File: config.mk
export PLATFORM = sky130hd
export DESIGN_NAME = global_mem_ctrl
export DESIGN_NICKNAME = d
export VERILOG_FILES = /design/src/rtl/global_mem_ctrl.sv
export SDC_FILE = /design/constraint.sdc
export NUM_CORES = 1
export LEC_CHECK = 0
export ABC_AREA = 1
export BUFFER_PORTS_ARGS = -buffer_cell sky130_fd_sc_hd__buf_4
export CAP_MARGIN = 40
export CORE_AREA = 2 2 164 166
export DETAILED_ROUTE_END_ITERATION = 10
export DIE_AREA = 0 0 166 168
export SLEW_MARGIN = 20
export SYNTH_ARGS = -nofsm -noshare
export SYNTH_HDL_FRONTEND = slang
export SYNTH_SLANG_ARGS = --single-unit
export TNS_END_PERCENT = 10
File: constraint.sdc
create_clock -name clk -period 1.45 [get_ports clk]
set_clock_uncertainty 0.1 [all_clocks]
set_input_delay 0.0725 -clock clk [delete_from_list [all_inputs] [get_ports clk]]
set_output_delay 0.0725 -clock clk [all_outputs]
set_load 0.05 [all_outputs]
File: src/rtl/global_mem_ctrl.sv
// Global-variable RAM front end: zero-fills the RAM after reset, then arbitrates
// round-robin between the execution core and the host/loader port.
module global_mem_ctrl #(
    parameter int unsigned ADDR_WIDTH = 6,
    parameter int unsigned DATA_WIDTH = 64,
    parameter int unsigned DEPTH      = 64
) (
    input  logic                  clk,
    input  logic                  rst,

    input  logic                  core_req_vld,
    output logic                  core_req_rdy,
    input  logic                  core_req_we,
    input  logic [ADDR_WIDTH-1:0] core_req_addr,
    input  logic [DATA_WIDTH-1:0] core_req_wdata,
    output logic                  core_rsp_vld,
    output logic [DATA_WIDTH-1:0] core_rsp_rdata,
    output logic                  core_rsp_err,

    input  logic                  host_req_vld,
    output logic                  host_req_rdy,
    input  logic                  host_req_we,
    input  logic [ADDR_WIDTH-1:0] host_req_addr,
    input  logic [DATA_WIDTH-1:0] host_req_wdata,
    output logic                  host_rsp_vld,
    output logic [DATA_WIDTH-1:0] host_rsp_rdata,
    output logic                  host_rsp_err,

    output logic [ADDR_WIDTH-1:0] mem_rd_addr,
    input  logic [DATA_WIDTH-1:0] mem_rd_data,
    output logic                  mem_we,
    output logic [ADDR_WIDTH-1:0] mem_wr_addr,
    output logic [DATA_WIDTH-1:0] mem_wr_data,

    output logic                  init_done
);

    localparam logic [ADDR_WIDTH:0]   DepthExt = (ADDR_WIDTH + 1)'(DEPTH);
    localparam logic [ADDR_WIDTH-1:0] LastIdx  = ADDR_WIDTH'(DEPTH - 1);

    typedef enum logic {StInit, StServe} state_e;
    typedef enum logic {PortCore, PortHost} port_e;

    state_e                  state_q, state_d;
    port_e                   last_grant_q, last_grant_d;
    logic [ADDR_WIDTH-1:0]   init_cnt_q, init_cnt_d;
    logic                    init_done_q, init_done_d;

    logic                    core_rsp_vld_q, core_rsp_vld_d;
    logic                    core_rsp_err_q, core_rsp_err_d;
    logic [DATA_WIDTH-1:0]   core_rsp_rdata_q, core_rsp_rdata_d;
    logic                    host_rsp_vld_q, host_rsp_vld_d;
    logic                    host_rsp_err_q, host_rsp_err_d;
    logic [DATA_WIDTH-1:0]   host_rsp_rdata_q, host_rsp_rdata_d;

    logic                    core_gnt, host_gnt, any_gnt;
    logic                    sel_we, sel_oor;
    logic [ADDR_WIDTH-1:0]   sel_addr;
    logic [DATA_WIDTH-1:0]   sel_wdata;
    logic [DATA_WIDTH-1:0]   rsp_data;

    // Grant is combinational from this cycle's valids; ties go to the port not granted last.
    always_comb begin
        core_gnt = 1'b0;
        host_gnt = 1'b0;
        if (state_q == StServe) begin
            if (core_req_vld && host_req_vld) begin
                if (last_grant_q == PortHost) begin
                    core_gnt = 1'b1;
                end else begin
                    host_gnt = 1'b1;
                end
            end else if (core_req_vld) begin
                core_gnt = 1'b1;
            end else if (host_req_vld) begin
                host_gnt = 1'b1;
            end
        end
    end

    always_comb begin
        any_gnt   = core_gnt | host_gnt;
        sel_we    = host_gnt ? host_req_we    : core_req_we;
        sel_addr  = host_gnt ? host_req_addr  : core_req_addr;
        sel_wdata = host_gnt ? host_req_wdata : core_req_wdata;
        sel_oor   = ({1'b0, sel_addr} >= DepthExt);
        rsp_data  = (sel_we || sel_oor) ? '0 : mem_rd_data;
    end

    always_comb begin
        mem_we      = 1'b0;
        mem_wr_addr = '0;
        mem_wr_data = '0;
        mem_rd_addr = '0;
        if (state_q == StInit) begin
            mem_we      = 1'b1;
            mem_wr_addr = init_cnt_q;
        end else if (any_gnt) begin
            if (sel_we) begin
                if (!sel_oor) begin
                    mem_we      = 1'b1;
                    mem_wr_addr = sel_addr;
                    mem_wr_data = sel_wdata;
                end
            end else begin
                mem_rd_addr = sel_addr;
            end
        end
    end

    always_comb begin
        state_d      = state_q;
        init_cnt_d   = init_cnt_q;
        init_done_d  = init_done_q;
        last_grant_d = last_grant_q;
        unique case (state_q)
            StInit: begin
                init_cnt_d = init_cnt_q + 1'b1;
                if (init_cnt_q == LastIdx) begin
                    state_d     = StServe;
                    init_cnt_d  = '0;
                    init_done_d = 1'b1;
                end
            end
            StServe: begin
                if (core_gnt) begin
                    last_grant_d = PortCore;
                end else if (host_gnt) begin
                    last_grant_d = PortHost;
                end
            end
            default: state_d = StInit;
        endcase
    end

    // Responses are single-cycle pulses; rdata only moves when a response is issued.
    always_comb begin
        core_rsp_vld_d   = core_gnt;
        core_rsp_err_d   = core_gnt & sel_oor;
        core_rsp_rdata_d = core_gnt ? rsp_data : core_rsp_rdata_q;
        host_rsp_vld_d   = host_gnt;
        host_rsp_err_d   = host_gnt & sel_oor;
        host_rsp_rdata_d = host_gnt ? rsp_data : host_rsp_rdata_q;
    end

    always_ff @(posedge clk) begin
        if (rst) begin
            state_q          <= StInit;
            init_cnt_q       <= '0;
            init_done_q      <= 1'b0;
            last_grant_q     <= PortHost;
            core_rsp_vld_q   <= 1'b0;
            core_rsp_err_q   <= 1'b0;
            core_rsp_rdata_q <= '0;
            host_rsp_vld_q   <= 1'b0;
            host_rsp_err_q   <= 1'b0;
            host_rsp_rdata_q <= '0;
        end else begin
            state_q          <= state_d;
            init_cnt_q       <= init_cnt_d;
            init_done_q      <= init_done_d;
            last_grant_q     <= last_grant_d;
            core_rsp_vld_q   <= core_rsp_vld_d;
            core_rsp_err_q   <= core_rsp_err_d;
            core_rsp_rdata_q <= core_rsp_rdata_d;
            host_rsp_vld_q   <= host_rsp_vld_d;
            host_rsp_err_q   <= host_rsp_err_d;
            host_rsp_rdata_q <= host_rsp_rdata_d;
        end
    end

    assign core_req_rdy   = core_gnt;
    assign host_req_rdy   = host_gnt;
    assign core_rsp_vld   = core_rsp_vld_q;
    assign core_rsp_err   = core_rsp_err_q;
    assign core_rsp_rdata = core_rsp_rdata_q;
    assign host_rsp_vld   = host_rsp_vld_q;
    assign host_rsp_err   = host_rsp_err_q;
    assign host_rsp_rdata = host_rsp_rdata_q;
    assign init_done      = init_done_q;

endmodule

Word-level counts from Yosys, hierarchy flattened
Cells that the tools add are included.

operators by class
  add/subtract/negate cells = 1
  equality and inequality tests = 1
  muxes and demuxes = 30
  bitwise gates (word level) = 2
  reductions and logical operators = 4

operator list
  operator                                     number
  two-way mux 64 bit                           5
  two-way mux 6 bit                            8
  two-way mux 1 bit                            17
  adder 6 x 1 -> 6 bit, second input constant  1
  equality test 6 bit, second input constant   1
  AND reduction 2 bit                          2
  nonzero test 2 bit                           1
  logical AND 1 bit                            1
  NOT 1 bit                                    1
  OR 1 bit                                     1

storage, ports and cells
  flip-flop bits (word level) = 139
  input port bits = 210
  output and inout bits = 212

Logic depth before layout (Yosys ltp)
Gate-level depths: netlist of run 1.

  depth in word-level cells = 8
  mapped depth = 10

Least setup slack after synthesis of run 1
OpenSTA, ideal clock, no wires.

  path kind = flip-flop to output port
  from = reg state_q
  to = out mem_rd_addr[0]
  arrival time = 1.810 ns
  setup slack = -0.532 ns
  stages on the path, launching flop included = 9
  buffers on the path = 2
  path through = dfxtp_1 -> buf_4 -> nand2_4 -> inv_4 -> nand2_2 -> nand2_2 -> buf_4 -> nand3_1 -> a21oi_1

between the ends
  cells in the longest elaborated chain, start to end = 5

RTL lines
  item                                                    RTL line  text
  from (decl)                                             44        state_e state_q, state_d;
  from (signal assigned)                                  148       state_q <= StInit;
  from (signal assigned)                                  159       state_q <= state_d;
  two-way mux 1 bit                                       66        if (state_q == StServe) begin
  two-way mux 6 bit or two-way mux 1 bit (tied branches)  84, 83
  two-way mux 6 bit                                       99        if (sel_we) begin
  two-way mux 6 bit                                       98        end else if (any_gnt) begin
  two-way mux 6 bit *                                     95        if (state_q == StInit) begin
  to (decl)                                               29        output logic [ADDR_WIDTH-1:0] mem_rd_addr,

Every way passes the cells marked *; elsewhere a longest branch is shown, timed or not.

Final worst setup path of run 1
  from = reg state_q
  to = out mem_wr_data[56]

between the ends
  cells in the longest elaborated chain, start to end = 5

RTL lines
  item                                                     RTL line  text
  two-way mux 1 bit                                        66
  two-way mux 64 bit or two-way mux 1 bit (tied branches)  85, 83
  two-way mux 64 bit                                       99
  two-way mux 64 bit                                       98
  two-way mux 64 bit *                                     95
  to (decl)                                                33        output logic [DATA_WIDTH-1:0] mem_wr_data,

Marked as above.

==> reports/summary.md, run 1 <==
Outcome
• finished, violations left — outcome
• setup timing — violations in the final reports

Critical path
• 9 — cells on worst reg2reg path
• state_q — reg2reg start
• 1.82 ns — Arr. time, crit path
• 1.28 ns — required time of the worst setup path
• state_q — critical path startpoint
• 10 — maximum net fanout on the critical path
• register — critical path launch point type
• reg -> out — kind of critical path
• primary output — category of the worst setup path capture point
• host_rsp_rdata[2] — endpoint of the worst register-to-register path
• -0.12 ns — Worst R2R Setup Slack

Finish
• buf_4, nand2_1, dfxtp_1, a21oi_1, o21ai_0 — most frequent cells in the layout
• buf_4 — most common cell after layout, fill and taps aside
• 48.8% — share of post-route cells with drive strength above 1
• 1,618 — Final #Nets
• 106% — Layout area overhead
• 2,445 — count of filler cells inserted in the layout

Placed design
• 419 — number of port buffers
• -0.178 ns — Post-Place Setup Slack
• 0.948 — routability cong.
• 22.1 mm — HPWL reported at the end of detailed placement

Run
• 0 — # Max-Cap Violations

Timing
• 1.99 ns — shortest clock period the worst path allows after layout
• 0.167 ns — Hold Slack
• -0.540 ns — worst path setup slack after routing
• yes — RSZ-0062 raised after global routing
• 201 — endpoints failing setup
• -44.60 ns — setup tns final
• 502 MHz — peak clock frequency supported by timing
• 0 — Fin. Hold Viols
• 137% — portion of the clock cycle consumed by the worst path in the final layout
• 0 — number of pins exceeding their max-slew limit in the final report

Logic synthesis
• 0 — warnings from Yosys
• 24 — Netlist cell types
• 7.12 um2 — per-instance average area after synthesis
• 43.3% — sequential element share of the synthesized area
• 0% — fraction of synthesis flops using an asynchronous set or reset pin
• 0 — count of flip-flops with a built-in enable after synthesis
• 139 — synthesized flop and latch total
• dfxtp_1 — dominant register cell in the synthesized netlist
• 6430 um2 — Mapped Area
• 903 — number of instances in the synthesized netlist

Floorplan
• 27,900 um2 — area of the die
• 60 — count of standard-cell rows
• 166 um — x dimension of the die
• 168 um — Die Height
• 24.4% — initial standard-cell utilization of the core
• 422 — Boundary Pins
• 26,400 um2 — Core Area

Clocking
• 2 — number of buffers on the longest clock path
• 4 — H-Tree Depth
• 17 — number of CTS-inserted buffers
• 139 — CTS Sinks
• 0.41 ns — clock network latency to the later pin of the worst-skew pair
• clkbuf_16 — CTS root buffer
• yes — CTS tree
• 0.06 ns — Clk pin slew, worst setup/hold paths

Min path
• host_req_vld — start point of the worst hold path
• 5 — hold depth
• in -> reg — worst min-delay path class
• core_rsp_rdata[50] — sink of the worst hold path

Power and ir drop
• 5.96 nW — leakage dissipation
• 695 nW/um2 — Pwr per Cell Area
• 0.00922 W — power consumption
• 0.666 mV — Max IR drop VDD

Drt
• 428 — initial detailed-routing violation count
• 17.4 um — final routed wire length divided by cell count
• 30.6 mm — sum of routed wire length over all layers
• 5 — first-pass iteration count of the detailed router
• 8,426 — DR vias
• 4.78 — via count normalized by instance count
• 0 — DRT antenna net count
• 0 — drt drc

GRT
• 8,114 — vias in the first global route
• 0 — global route overflow
• 80 — maximum number of pins on one net before global-route repair
• 45.6 mm — wire length of the first global-routing pass
• 20.7% — All-Layer GR Usage
• 2 — number of antenna violations at the first check in global routing

layer usage:
layer / routed length, um / share of wire [%] / vias up / global-route usage, %
met5: 12 / 0.039 / - / 0
met4: 1140 / 3.7 / 2 / 8.66
met3: 2110 / 6.9 / 53 / 5.15
met2: 15500 / 51 / 358 / 36.8
met1: 11900 / 39 / 3915 / 23.7
li1: - / - / 4098 / -
sequential cells by signal, indices dropped and copies added (netlist names):
name and cells:
core_rsp_rdata 64, host_rsp_rdata 64, init_cnt_q 6, core_rsp_vld 1
host_rsp_vld 1, init_done 1, last_grant_q 1, state_q 1
Yosys cell counts, types with 4 or more instances:
library cell,instances,share of area (%)
clkbuf_1,38,2.2
buf_2,24,1.9
inv_1,10,0.58
buf_4,10,1.2
dfxtp_1,139,43
nand2_2,4,0.39
o21ai_1,22,1.7
nand2_1,165,9.6
o21ai_0,172,13
a21oi_1,141,11
buf_6,16,2.8
nand3_1,80,6.2
nor2_2,11,1.1
nor2_1,61,3.6
report_power, final:
| group | switching, W | leakage, nW | internal [W] | total (W) |
|---|---|---|---|---|
| clock network | 0.00189 | 0.295 | 0.00249 | 0.00438 |
| logic | 0.000406 | 4.54 | 0.000605 | 0.00101 |
| registers | 0.00000697 | 1.12 | 0.00382 | 0.00383 |
| total | 0.00231 | 5.96 | 0.00692 | 0.00922 |
worst max-delay path by stage:
stage	depth (start not counted)	endpoint	slack, ns
2_1_floorplan	9	mem_wr_data[34]	-0.15
3_3_place_gp	7	mem_wr_data[35]	-0.15
3_5_place_dp	9	mem_wr_data[20]	-0.18
4_1_cts	9	mem_rd_addr[5]	-0.57
5_1_grt	9	mem_wr_data[56]	-0.62
6_report	9	mem_wr_data[56]	-0.54
cell families after synthesis:
kind of cell / synth area share (%)
buffers and inverters: 8.79
xor gates and xnor gates: 0.136
and+or+nand+nor: 21.2
adders and majority gates: 0.194
DFF: 43.3
AOI/OAI and AO/OA: 26.3
other: 0.0583
what timing repair did:
action,CTS,global route
cloned,6,2
hold buffers,65,0
gates resized for setup,154,76
setup buffers,3,1
pin swaps,13,15
endpoints found under the hold margin,132,0
setup endpoints to repair,196,209
metrics by stage:
step           std cells  utilization, %  area, um2
2_1_floorplan        904               -       7100
3_3_place_gp        1653            41.6      11000
3_5_place_dp        1653            41.6      11000
4_1_cts             1759            49.2      13000
5_1_grt             1762            50.3      13300
6_report            1762            50.3      13300
area by class of cell:
class / instances / area (um2) / share of cell area (%)
clock inverter: 14 / 151 / 1.14
multi-input combinational: 666 / 4020 / 30.3
inverter: 11 / 46.3 / 0.349
timing repair buffer: 572 / 5390 / 40.6
sequential: 139 / 2790 / 21.0
clock buffer: 18 / 439 / 3.31
tap: 341 / 427 / 3.22
antenna: 1 / 2.50 / 0.0189
critical path, stage by stage, from the launching register on:
cell and delay, ns:
dfxtp_4 0.36, nand2_4 0.09, inv_6 0.05, nand2_8 0.12, nand2_8 0.08, nand2_8 0.10, nand2_8 0.11, buf_16 0.19
nor2_4 0.13, buf_8 0.15
Power figures use the tool's default switching activity.
==> inputs of run 2 (changes only) <==
Settings changed: REMOVE_ABC_BUFFERS set to 1.
==> reports/summary.md, run 2 (synthesized netlist as in run 1, its figures left out) <==
Power and ir drop
• 0.782 mV — Max IR drop VDD, was 0.666 mV
• 5.88 nW — leakage dissipation, was 5.96 nW
• 730 nW/um2 — Pwr per Cell Area, was 695 nW/um2

GRT
• 23.8% — met1 usage, was 23.7%
• 20.8% — All-Layer GR Usage, was 20.7%
• 46.1 mm — wire length of the first global-routing pass, was 45.6 mm
• 79 — maximum number of pins on one net before global-route repair, was 80
• 5.69% — fraction of met3 tracks used by global routing, was 5.15%
• 0 — global route overflow, unchanged
• 36.4% — GRT met2 Usage, was 36.8%
• met2 — gr busiest metal, unchanged
• 8,328 — vias in the first global route, was 8,114
• 0 — number of antenna violations at the first check in global routing, was 2

Timing
• 492 MHz — peak clock frequency supported by timing, was 502 MHz
• 181 — endpoints failing setup, was 201
• 0 — Fin. Hold Viols, unchanged
• 140% — portion of the clock cycle consumed by the worst path in the final layout, was 137%
• -0.584 ns — worst path setup slack after routing, was -0.540 ns
• 0 — number of pins exceeding their max-slew limit in the final report, unchanged
• 2.03 ns — shortest clock period the worst path allows after layout, was 1.99 ns
• yes — RSZ-0062 raised after global routing, unchanged

Floorplan
• 26,400 um2 — Core Area, unchanged
• 166 um — x dimension of the die, unchanged
• 60 — count of standard-cell rows, unchanged
• 168 um — Die Height, unchanged
• 24.4% — initial standard-cell utilization of the core, unchanged
• 27,900 um2 — area of the die, unchanged
• 422 — Boundary Pins, unchanged

Outcome
• finished, violations left — outcome, unchanged
• setup timing — violations in the final reports, unchanged

Placed design
• -0.337 ns — Post-Place Setup Slack, was -0.178 ns
• 21.5 mm — HPWL reported at the end of detailed placement, was 22.1 mm
• 0.927 — routability cong., was 0.948
• 419 — number of port buffers, unchanged
• 10,400 um2 — post-placement cell area, was 11,000 um2

Clocking
• 2 — number of buffers on the longest clock path, unchanged
• 0.07 ns — Clk pin slew, worst setup/hold paths, was 0.06 ns
• 4 — H-Tree Depth, unchanged
• 17 — number of CTS-inserted buffers, unchanged
• 0.41 ns — clock network latency to the later pin of the worst-skew pair, about the same
• clkbuf_16 — CTS root buffer, unchanged
• 139 — CTS Sinks, unchanged
• yes — CTS tree, unchanged

Drt
• 8,380 — DR vias, was 8,426
• 5 — first-pass iteration count of the detailed router, unchanged
• 429 — initial detailed-routing violation count, was 428
• 0 — drt drc, unchanged
• 4.76 — via count normalized by instance count, was 4.78
• 0 — DRT antenna net count, unchanged
• 30.7 mm — sum of routed wire length over all layers, was 30.6 mm
• 17.4 um — final routed wire length divided by cell count, about the same

Critical path
• 4 — critical path buffer and inverter count, was 3
• 1.28 ns — required time of the worst setup path, about the same
• 7 — maximum net fanout on the critical path, was 10
• 8 — cells on worst reg2reg path, was 9
• nand2_4 -> inv_6 -> nand2_8 -> buf_12 -> buf_4 -> nand2_2 -> o21ai_1 -> nor2_1 -> buf_6 — crit path cell chain, was nand2_4 -> inv_6 -> nand2_8 -> nand2_8 -> nand2_8 -> nand2_8 -> buf_16 -> nor2_4 -> buf_8
• 0.36 ns — largest stage delay on the critical path, about the same
• last_grant_q — reg2reg start, was state_q
• reg -> out — kind of critical path, unchanged
• register — critical path launch point type, unchanged
• primary output — category of the worst setup path capture point, unchanged
• -0.16 ns — Worst R2R Setup Slack, was -0.12 ns
• buffers and inverters — kind of cell adding the most delay to the critical path, was simple AND/OR/NAND/NOR gates
• dfxtp_2 — slowest stage cell on the critical path, was dfxtp_4
• host_rsp_rdata[16] — endpoint of the worst register-to-register path, was host_rsp_rdata[2]
• 1.86 ns — Arr. time, crit path, was 1.82 ns

Run
• 0 — # Max-Cap Violations, unchanged

Finish
• 12,600 um2 — Non-Filler Cell Area, Final, was 13,300 um2
• 0 — diode count, was 1
• 1,617 — Final #Nets, was 1,618
• 2,526 — count of filler cells inserted in the layout, was 2,445
• 96.5% — Layout area overhead, was 106%
• buf_4, nand2_1, dfxtp_1, o21ai_0, a21oi_1 — most frequent cells in the layout, was buf_4, nand2_1, dfxtp_1, a21oi_1, o21ai_0
• 47.1% — share of post-route cells with drive strength above 1, was 48.8%
• buf_4 — most common cell after layout, fill and taps aside, unchanged

Min path
• in -> reg — worst min-delay path class, unchanged
• core_req_we — start point of the worst hold path, was host_req_vld
• 5 — hold depth, unchanged
• host_rsp_rdata[40] — sink of the worst hold path, was core_rsp_rdata[50]

[run 2: changes by cell type in the layout (fill, tap and decap cells not counted), moves of 5 or more]
| cell | before | now |
|---|---|---|
| buf_4 | 385 | 399 |
| nor2_4 | 65 | 9 |
| a21oi_1 | 130 | 125 |
| a21oi_4 | 7 | 2 |
| nor2_1 | 7 | 14 |
| buf_8 | 28 | 3 |
| nand3_1 | 62 | 77 |
| o21ai_0 | 118 | 126 |
| a21oi_2 | 5 | 15 |
| nor2_2 | 0 | 49 |
| o21ai_2 | 33 | 24 |
| buf_6 | 62 | 73 |
| nand3_2 | 15 | 2 |
[run 2: report_power, final]
group | leakage [nW] | switching, W | internal (W)
registers | 1.12 | 0.00000690 | 0.00382
clock network | 0.287 | 0.00184 | 0.00257
logic | 4.48 | 0.000385 | 0.000597
[run 2: routing by layer]
layer / vias up / part of all wire, %
met5: - / 0
met4: 0 / 3.5
met2: 384 / 51
li1: 4076 / -
met1: 3858 / 38
met3: 62 / 7.6
[run 2: worst register-to-register path, delay by kind of cell (launching register included)]
kind                   cells  cell delay, ns
flip-flops                 1            0.33
AND/OR/NAND/NOR            2            0.30
AO/OA/AOI/OAI              2            0.22
buffers and inverters      4            0.59
[run 2: final cells by class]
type | instances | area [um2] | area share [%]
timing repair buffer | 572 | 5220 | 41.3
multi-input combinational | 665 | 3570 | 28.3
sequential | 139 | 2790 | 22.0
tap | 341 | 427 | 3.38
clock buffer | 17 | 425 | 3.37
clock inverter | 15 | 163 | 1.29
inverter | 11 | 46.3 | 0.366
[run 2: how the worst max path moves through the flow]
stage | from | endpoint | slack (ns) | depth (start not counted)
after floorplan | state_q | mem_we | -4.42 | 7
after global placement | state_q | mem_wr_data[11] | -0.36 | 8
after detailed placement | state_q | mem_wr_data[11] | -0.34 | 8
after CTS | state_q | mem_wr_data[11] | -0.56 | 8
after global routing | state_q | mem_wr_data[41] | -0.65 | 9
final | state_q | mem_wr_data[41] | -0.58 | 9
[run 2: stage by stage]
step | std cells | utilization [%] | hold slack (ns) | TNS [ns] | power (W)
global placement | 1653 | 39.5 | 0.210 | -10.13 | 0.00470
finish | 1760 | 48.0 | 0.112 | -45.38 | 0.00923
floorplan | 815 | - | 0.0416 | -749.86 | 0.00411
detailed placement | 1653 | 39.5 | 0.210 | -12.97 | 0.00471
CTS | 1756 | 46.8 | 0.0852 | -45.43 | 0.00931
global route | 1760 | 48.0 | 0.113 | -63.91 | 0.00956
[run 2: timing repair]
item / 4_1_cts / 5_1_grt
endpoints found under the setup margin: 187 / 206
gates cloned: 4 / 2
endpoints found under the hold margin: 132 / 0
hold buffers: 65 / 0
buffers inserted: 2 / 2
gates resized for setup: 184 / 81
pin swaps: 24 / 16
